File: config.mk
export PLATFORM = sky130hd
export DESIGN_NAME = sort_job_scheduler
export DESIGN_NICKNAME = d
export VERILOG_FILES = /design/src/rtl/sort_job_scheduler_pkg.sv /design/src/rtl/sort_job_scheduler_rr_arbiter.sv /design/src/rtl/sort_job_scheduler.sv
export SDC_FILE = /design/constraint.sdc
export NUM_CORES = 1
export LEC_CHECK = 0
export BUFFER_PORTS_ARGS = -buffer_cell sky130_fd_sc_hd__buf_2
export CORE_AREA = 3 3 528 530
export CTS_CLUSTER_SIZE = 10
export DETAILED_ROUTE_END_ITERATION = 16
export DIE_AREA = 0 0 531 533
export PLACE_DENSITY = 0.3
export SLEW_MARGIN = 10
export SYNTH_ARGS = -nofsm -noshare
export SYNTH_HDL_FRONTEND = slang
export SYNTH_SLANG_ARGS = --single-unit
File: constraint.sdc
create_clock -name clk -period 9.95 [get_ports clk]
set_clock_uncertainty 0.2 [all_clocks]
set_input_delay 0.995 -clock clk [delete_from_list [all_inputs] [get_ports clk]]
set_output_delay 0.995 -clock clk [all_outputs]
set_load 0.1 [all_outputs]
File: src/rtl/sort_job_scheduler_pkg.sv
// sort_sched_pkg: shared state type and helpers for the sort job scheduler
package sort_sched_pkg;
  typedef enum logic [1:0] {IDLE, START, WAIT, DRAIN} sched_state_t;
  function automatic int max_int(input int a, input int b);
    return a > b ? a : b;
  endfunction
endpackage

File: src/rtl/sort_job_scheduler_rr_arbiter.sv
// rr_arbiter: one-hot round-robin grant searching from ptr+1, wrapping
module rr_arbiter #(
  parameter int NUM_REQ = 4,
  parameter int ID_W = $clog2(NUM_REQ)
) (
  input  logic [NUM_REQ-1:0] req,
  input  logic [ID_W-1:0]    ptr,
  output logic [NUM_REQ-1:0] gnt,
  output logic [ID_W-1:0]    gnt_id
);
  function automatic logic [ID_W-1:0] wrap(input logic [ID_W-1:0] p, input int k);
    return ID_W'((int'(p) + k) % NUM_REQ);
  endfunction
  // scan farthest-first so the nearest requester after ptr wins the overwrite
  always_comb begin
    gnt = '0;
    gnt_id = '0;
    for (int k = NUM_REQ; k >= 1; k--)
      if (req[wrap(ptr, k)]) begin
        gnt = NUM_REQ'(1) << wrap(ptr, k);
        gnt_id = wrap(ptr, k);
      end
  end
endmodule

File: src/rtl/sort_job_scheduler.sv
// sort_job_scheduler: arbitrates jobs onto one sort engine and streams results back
module sort_job_scheduler
  import sort_sched_pkg::*;
#(
  parameter int NUM_REQ = 4,
  parameter int ARRAY_SIZE = 8,
  parameter int DATA_W = 32,
  parameter int TIMEOUT = 1024,
  localparam int IDX_W = $clog2(ARRAY_SIZE),
  localparam int ID_W = $clog2(NUM_REQ)
) (
  input  logic                           clk,
  input  logic                           rst,
  input  logic [NUM_REQ-1:0]             req_valid,
  input  logic [NUM_REQ*ARRAY_SIZE*DATA_W-1:0] req_data,
  output logic [NUM_REQ-1:0]             req_ready,
  output logic [ARRAY_SIZE*DATA_W-1:0]   eng_load_data,
  output logic                           eng_start,
  input  logic                           eng_done,
  output logic                           eng_abort,
  output logic [IDX_W-1:0]               eng_rd_idx,
  input  logic [DATA_W-1:0]              eng_rd_data,
  output logic                           res_valid,
  input  logic                           res_ready,
  output logic [DATA_W-1:0]              res_data,
  output logic [IDX_W-1:0]               res_idx,
  output logic [ID_W-1:0]                res_id,
  output logic                           res_last,
  output logic                           err_timeout,
  output logic [ID_W-1:0]                err_id,
  output logic                           busy
);
  localparam int CNT_W = $clog2(max_int(TIMEOUT, ARRAY_SIZE));
  localparam int SLICE_W = ARRAY_SIZE * DATA_W;
  sched_state_t state;
  logic [ID_W-1:0] rr_ptr, id, gnt_id;
  logic [NUM_REQ-1:0] gnt;
  logic [CNT_W-1:0] cnt;
  logic done_q, drain;
  rr_arbiter #(.NUM_REQ(NUM_REQ), .ID_W(ID_W)) u_arb (
    .req(req_valid),
    .ptr(rr_ptr),
    .gnt(gnt),
    .gnt_id(gnt_id)
  );
  assign drain = state == DRAIN;
  // result port reads the engine directly so a stalled beat stays put while cnt holds
  always_comb begin
    req_ready = state == IDLE ? gnt : '0;
    busy = state != IDLE;
    res_valid = drain;
    eng_rd_idx = drain ? IDX_W'(cnt) : '0;
    res_idx = eng_rd_idx;
    res_data = drain ? eng_rd_data : '0;
    res_id = drain ? id : '0;
    res_last = drain && cnt == CNT_W'(ARRAY_SIZE - 1);
  end
  // job sequencing: grant, start pulse, edge-qualified wait with timeout, drain
  always_ff @(posedge clk or posedge rst) begin
    if (rst) begin
      state <= IDLE;
      rr_ptr <= '0;
      id <= '0;
      cnt <= '0;
      done_q <= 1'b0;
      eng_load_data <= '0;
      eng_start <= 1'b0;
      eng_abort <= 1'b0;
      err_timeout <= 1'b0;
      err_id <= '0;
    end else begin
      done_q <= eng_done;
      eng_start <= 1'b0;
      eng_abort <= 1'b0;
      err_timeout <= 1'b0;
      case (state)
        IDLE: if (|req_ready) begin
          eng_load_data <= req_data[int'(gnt_id) * SLICE_W +: SLICE_W];
          id <= gnt_id;
          rr_ptr <= gnt_id;
          eng_start <= 1'b1;
          state <= START;
        end
        START: begin
          cnt <= '0;
          state <= WAIT;
        end
        WAIT: if (eng_done && !done_q) begin
          cnt <= '0;
          state <= DRAIN;
        end else if (cnt == CNT_W'(TIMEOUT - 1)) begin
          eng_abort <= 1'b1;
          err_timeout <= 1'b1;
          err_id <= id;
          state <= IDLE;
        end else cnt <= cnt + 1'b1;
        DRAIN: if (res_ready) begin
          cnt <= cnt + 1'b1;
          if (res_last) state <= IDLE;
        end
      endcase
    end
  end
endmodule

==> qor.txt <==
Status -> completed
Sw Ratio -> 0.596
Fmax -> 0.187 GHz
First-pass GRT wire length -> 218000 um
Share of Yosys cell area claimed by the top area cell type -> 0.397
VDD IR max -> 0.305 mV
Synthesis-to-layout area growth -> 63.9%
Via density -> 3.02
Post-layout util -> 0.117
Yosys top cell by area -> mux2i_1
# DRC -> 0
Largest net degree at the start of global routing -> 109
Pwr per Cell Area -> 478 mW/mm^2
# setup viols final -> 0
Leakage power total -> 0.0157 uW
Clk network pwr share -> 0.099
Postcts setup bufs -> 0
Critical Path End Type -> flip-flop
Mapped cell area -> 0.0195 mm^2
CTS sink cnt -> 275
Critical Path Source Type -> flip-flop
Number of synthesized flops with an enable pin -> 0
Hold Crit Class -> in2async
Flop2flop setup slack -> 4.61 ns
Seq/Total Area, Yosys -> 0.353
Crit-path slowest cell -> dfrtp_1
CTS Root Cell -> clkbuf_16
GRT Total Usage -> 0.118
# rows -> 192
Die H -> 533 um
Final WL -> 176000 um
Max Cap Violations -> 0
Register share of total power -> 0.138
Slowest stage delay, CP -> 0.81 ns
RSZ-0062 raised after global routing -> false
CP Class -> reg2reg
Post-synth cell types -> 47
Final Cycle Share -> 0.537
Slew headroom -> 0.236
Reg-to-Reg End -> eng_load_data[29]
Share of layout cells above drive strength 1 -> 0.587
Data arrival, critical path -> 5.65 ns
I/O Buffers -> 1371
Initial antenna violation count -> 238
Routability Congestion -> 0.887
Pint -> 6160 uW
Syn nets -> 2691
Final TNS setup -> 0 ns
Clk Latency, worst-skew pair -> 0.62 ns
Seq cells post-synth -> 275
Top delay family on crit path -> multiplexers
Vias in the first global route -> 20700
Psw -> 9090 uW
Die width -> 531 um
GRT overflow -> 0
DP HPWL -> 155000 um
Initial Util -> 0.0711
# nets final -> 4009
Post-CTS Hold Buffers -> 0
Synth area leaders -> mux2i_1 40%, dfrtp_1 35%, mux2_2 15%
R2R depth -> 11
Pre-antenna DRT Iters -> 5
Clock-pin transition on the worst setup and hold timing paths -> 0.06 ns
H-tree levels -> 2
Worst path bufs/invs -> 4
Post-synth top flop -> dfrtp_1
Initial DRC count -> 945
Tmin final -> 5.34 ns
Max Slew Vio Count -> 0
Detail Route Antenna Nets -> 0
Post-synthesis instance total -> 1620
Die area -> 0.283 mm^2
IO Count -> 1372
CTS tree -> built
R2R Path Start -> id[0]
Worst-Margin Slew -> 1.11 ns
Total number of vias -> 19900
Comb power frac -> 0.763
Mean Syn Cell Area -> 12.0 um^2
Worst path required time -> 10.26 ns
Wire length per cell -> 26.7 um
Core Footprint -> 0.274 mm^2
Yosys warning count -> 0
Hold Violations, Final -> 0
Ys async rst share -> 1.00
Post-cts gate resize count -> 0
Number of CTS-inserted buffers -> 43
Bufs on Longest Clock Path -> 3
Critical path, cell by cell -> inv_2, ha_1, mux2_2, o221a_1, nor2_4, buf_12, buf_4, mux2i_1, buf_4, mux2i_1, mux2_2
Worst-path maximum fanout -> 58
-- power by group through the flow --
stage                     Sequential (uW)  Clock [uW]  Combinational (uW)
final                                2110        1510               11600
after floorplan                      5980           0                5370
after global placement               2120           0               11800
after global routing                 2180        1630               12200
after CTS                            2110        1600               11800
after detailed placement             2120           0               11800
-- per-stage QoR --
stage,cells,worst slack [ns],hold slack [ns],power (uW),cell area [um^2]
2_1_floorplan,1620,1.17,0.312,11300,19500
3_3_place_gp,6482,4.73,0.268,13900,30500
3_5_place_dp,6482,4.70,0.274,13900,30500
4_1_cts,6554,4.66,0.182,15500,31800
5_1_grt,6574,4.47,0.215,16000,31900
6_report,6600,4.61,0.207,15300,31900
-- registers in the layout (all words and copies together), names as in the netlist --
| name | count |
|---|---|
| id | 2 |
| eng_start | 1 |
| err_id | 2 |
| eng_load_data | 256 |
| state | 2 |
| done_q | 1 |
| cnt | 10 |
| err_timeout | 1 |
-- Yosys cell counts (2+ instances only) --
| cell type | count |
|---|---|
| a211o_1 | 3 |
| nand4_1 | 2 |
| nor2_1 | 14 |
| and3_1 | 38 |
| nor4_1 | 2 |
| xnor2_1 | 7 |
| nand2b_1 | 2 |
| a21oi_1 | 10 |
| mux2_1 | 9 |
| and2_1 | 3 |
| o31ai_2 | 3 |
| mux2i_1 | 773 |
| ha_1 | 7 |
| or3b_1 | 2 |
| clkbuf_4 | 3 |
| o21a_1 | 3 |
| o21ai_0 | 7 |
| dfrtp_1 | 275 |
| nand3_1 | 8 |
| mux2_2 | 255 |
| inv_1 | 7 |
| o22ai_1 | 3 |
| nand3b_1 | 3 |
| buf_4 | 27 |
| nand2_1 | 27 |
| a21boi_0 | 4 |
| clkbuf_1 | 11 |
| buf_2 | 88 |
| buf_6 | 6 |
-- worst max-delay path by stage --
stage	from	end	cells past startpoint
6_report	id[0]	eng_load_data[29]	11
5_1_grt	id[0]	eng_load_data[29]	11
4_1_cts	id[0]	req_ready[2]	8
3_5_place_dp	id[0]	eng_load_data[29]	11
3_3_place_gp	id[0]	eng_load_data[29]	11
2_1_floorplan	rst	cnt[0]	1
-- cells in the final DEF (no fill, tap or decap), types with 8 or more instances in the layout --
cell type	synthesis	final
buf_2	88	1371
mux2_2	255	255
mux2i_1	773	770
and3_1	38	38
nor2_1	14	14
nand2_1	27	27
buf_12	0	10
dfrtp_1	275	275
clkbuf_1	11	11
clkbuf_8	0	9
diode_2	0	46
clkbuf_16	0	43
nand3_1	8	8
buf_4	27	27
a21oi_1	10	10
mux2_1	9	9
-- cell type report --
class,instances,area (um^2)
clock inverters,9,58.8
flip-flops and latches,275,6880
fillers,31700,242000
inverters,8,37.5
well taps,3589,4490
multi-input cells,1202,11800
diodes,46,115
clock buffers,63,1240
repair buffers,1408,7260
-- per-layer routing --
metal / vias up / wire [um] / track usage
li1: 8691 / - / -
met1: 9368 / 70000 / 0.140
met2: 1313 / 77000 / 0.187
met3: 400 / 21600 / 0.0562
met4: 140 / 6300 / 0.0354
met5: - / 958 / 0
-- cells by family (layout without fill, tap and decap cells) --
logic type / count (synthesis) / in the layout / synth area share
compound gates: 42 / 42 / 0.0160
xor+xnor: 7 / 7 / 0.00315
fa+ha+maj: 7 / 7 / 0.00450
buf+inv: 143 / 1488 / 0.0413
flops: 275 / 275 / 0.353
mux: 1039 / 1039 / 0.552
other cells: 0 / 46 / 0
simple gates: 107 / 107 / 0.0294
Note: power is estimated with default switching activity, not from simulation.
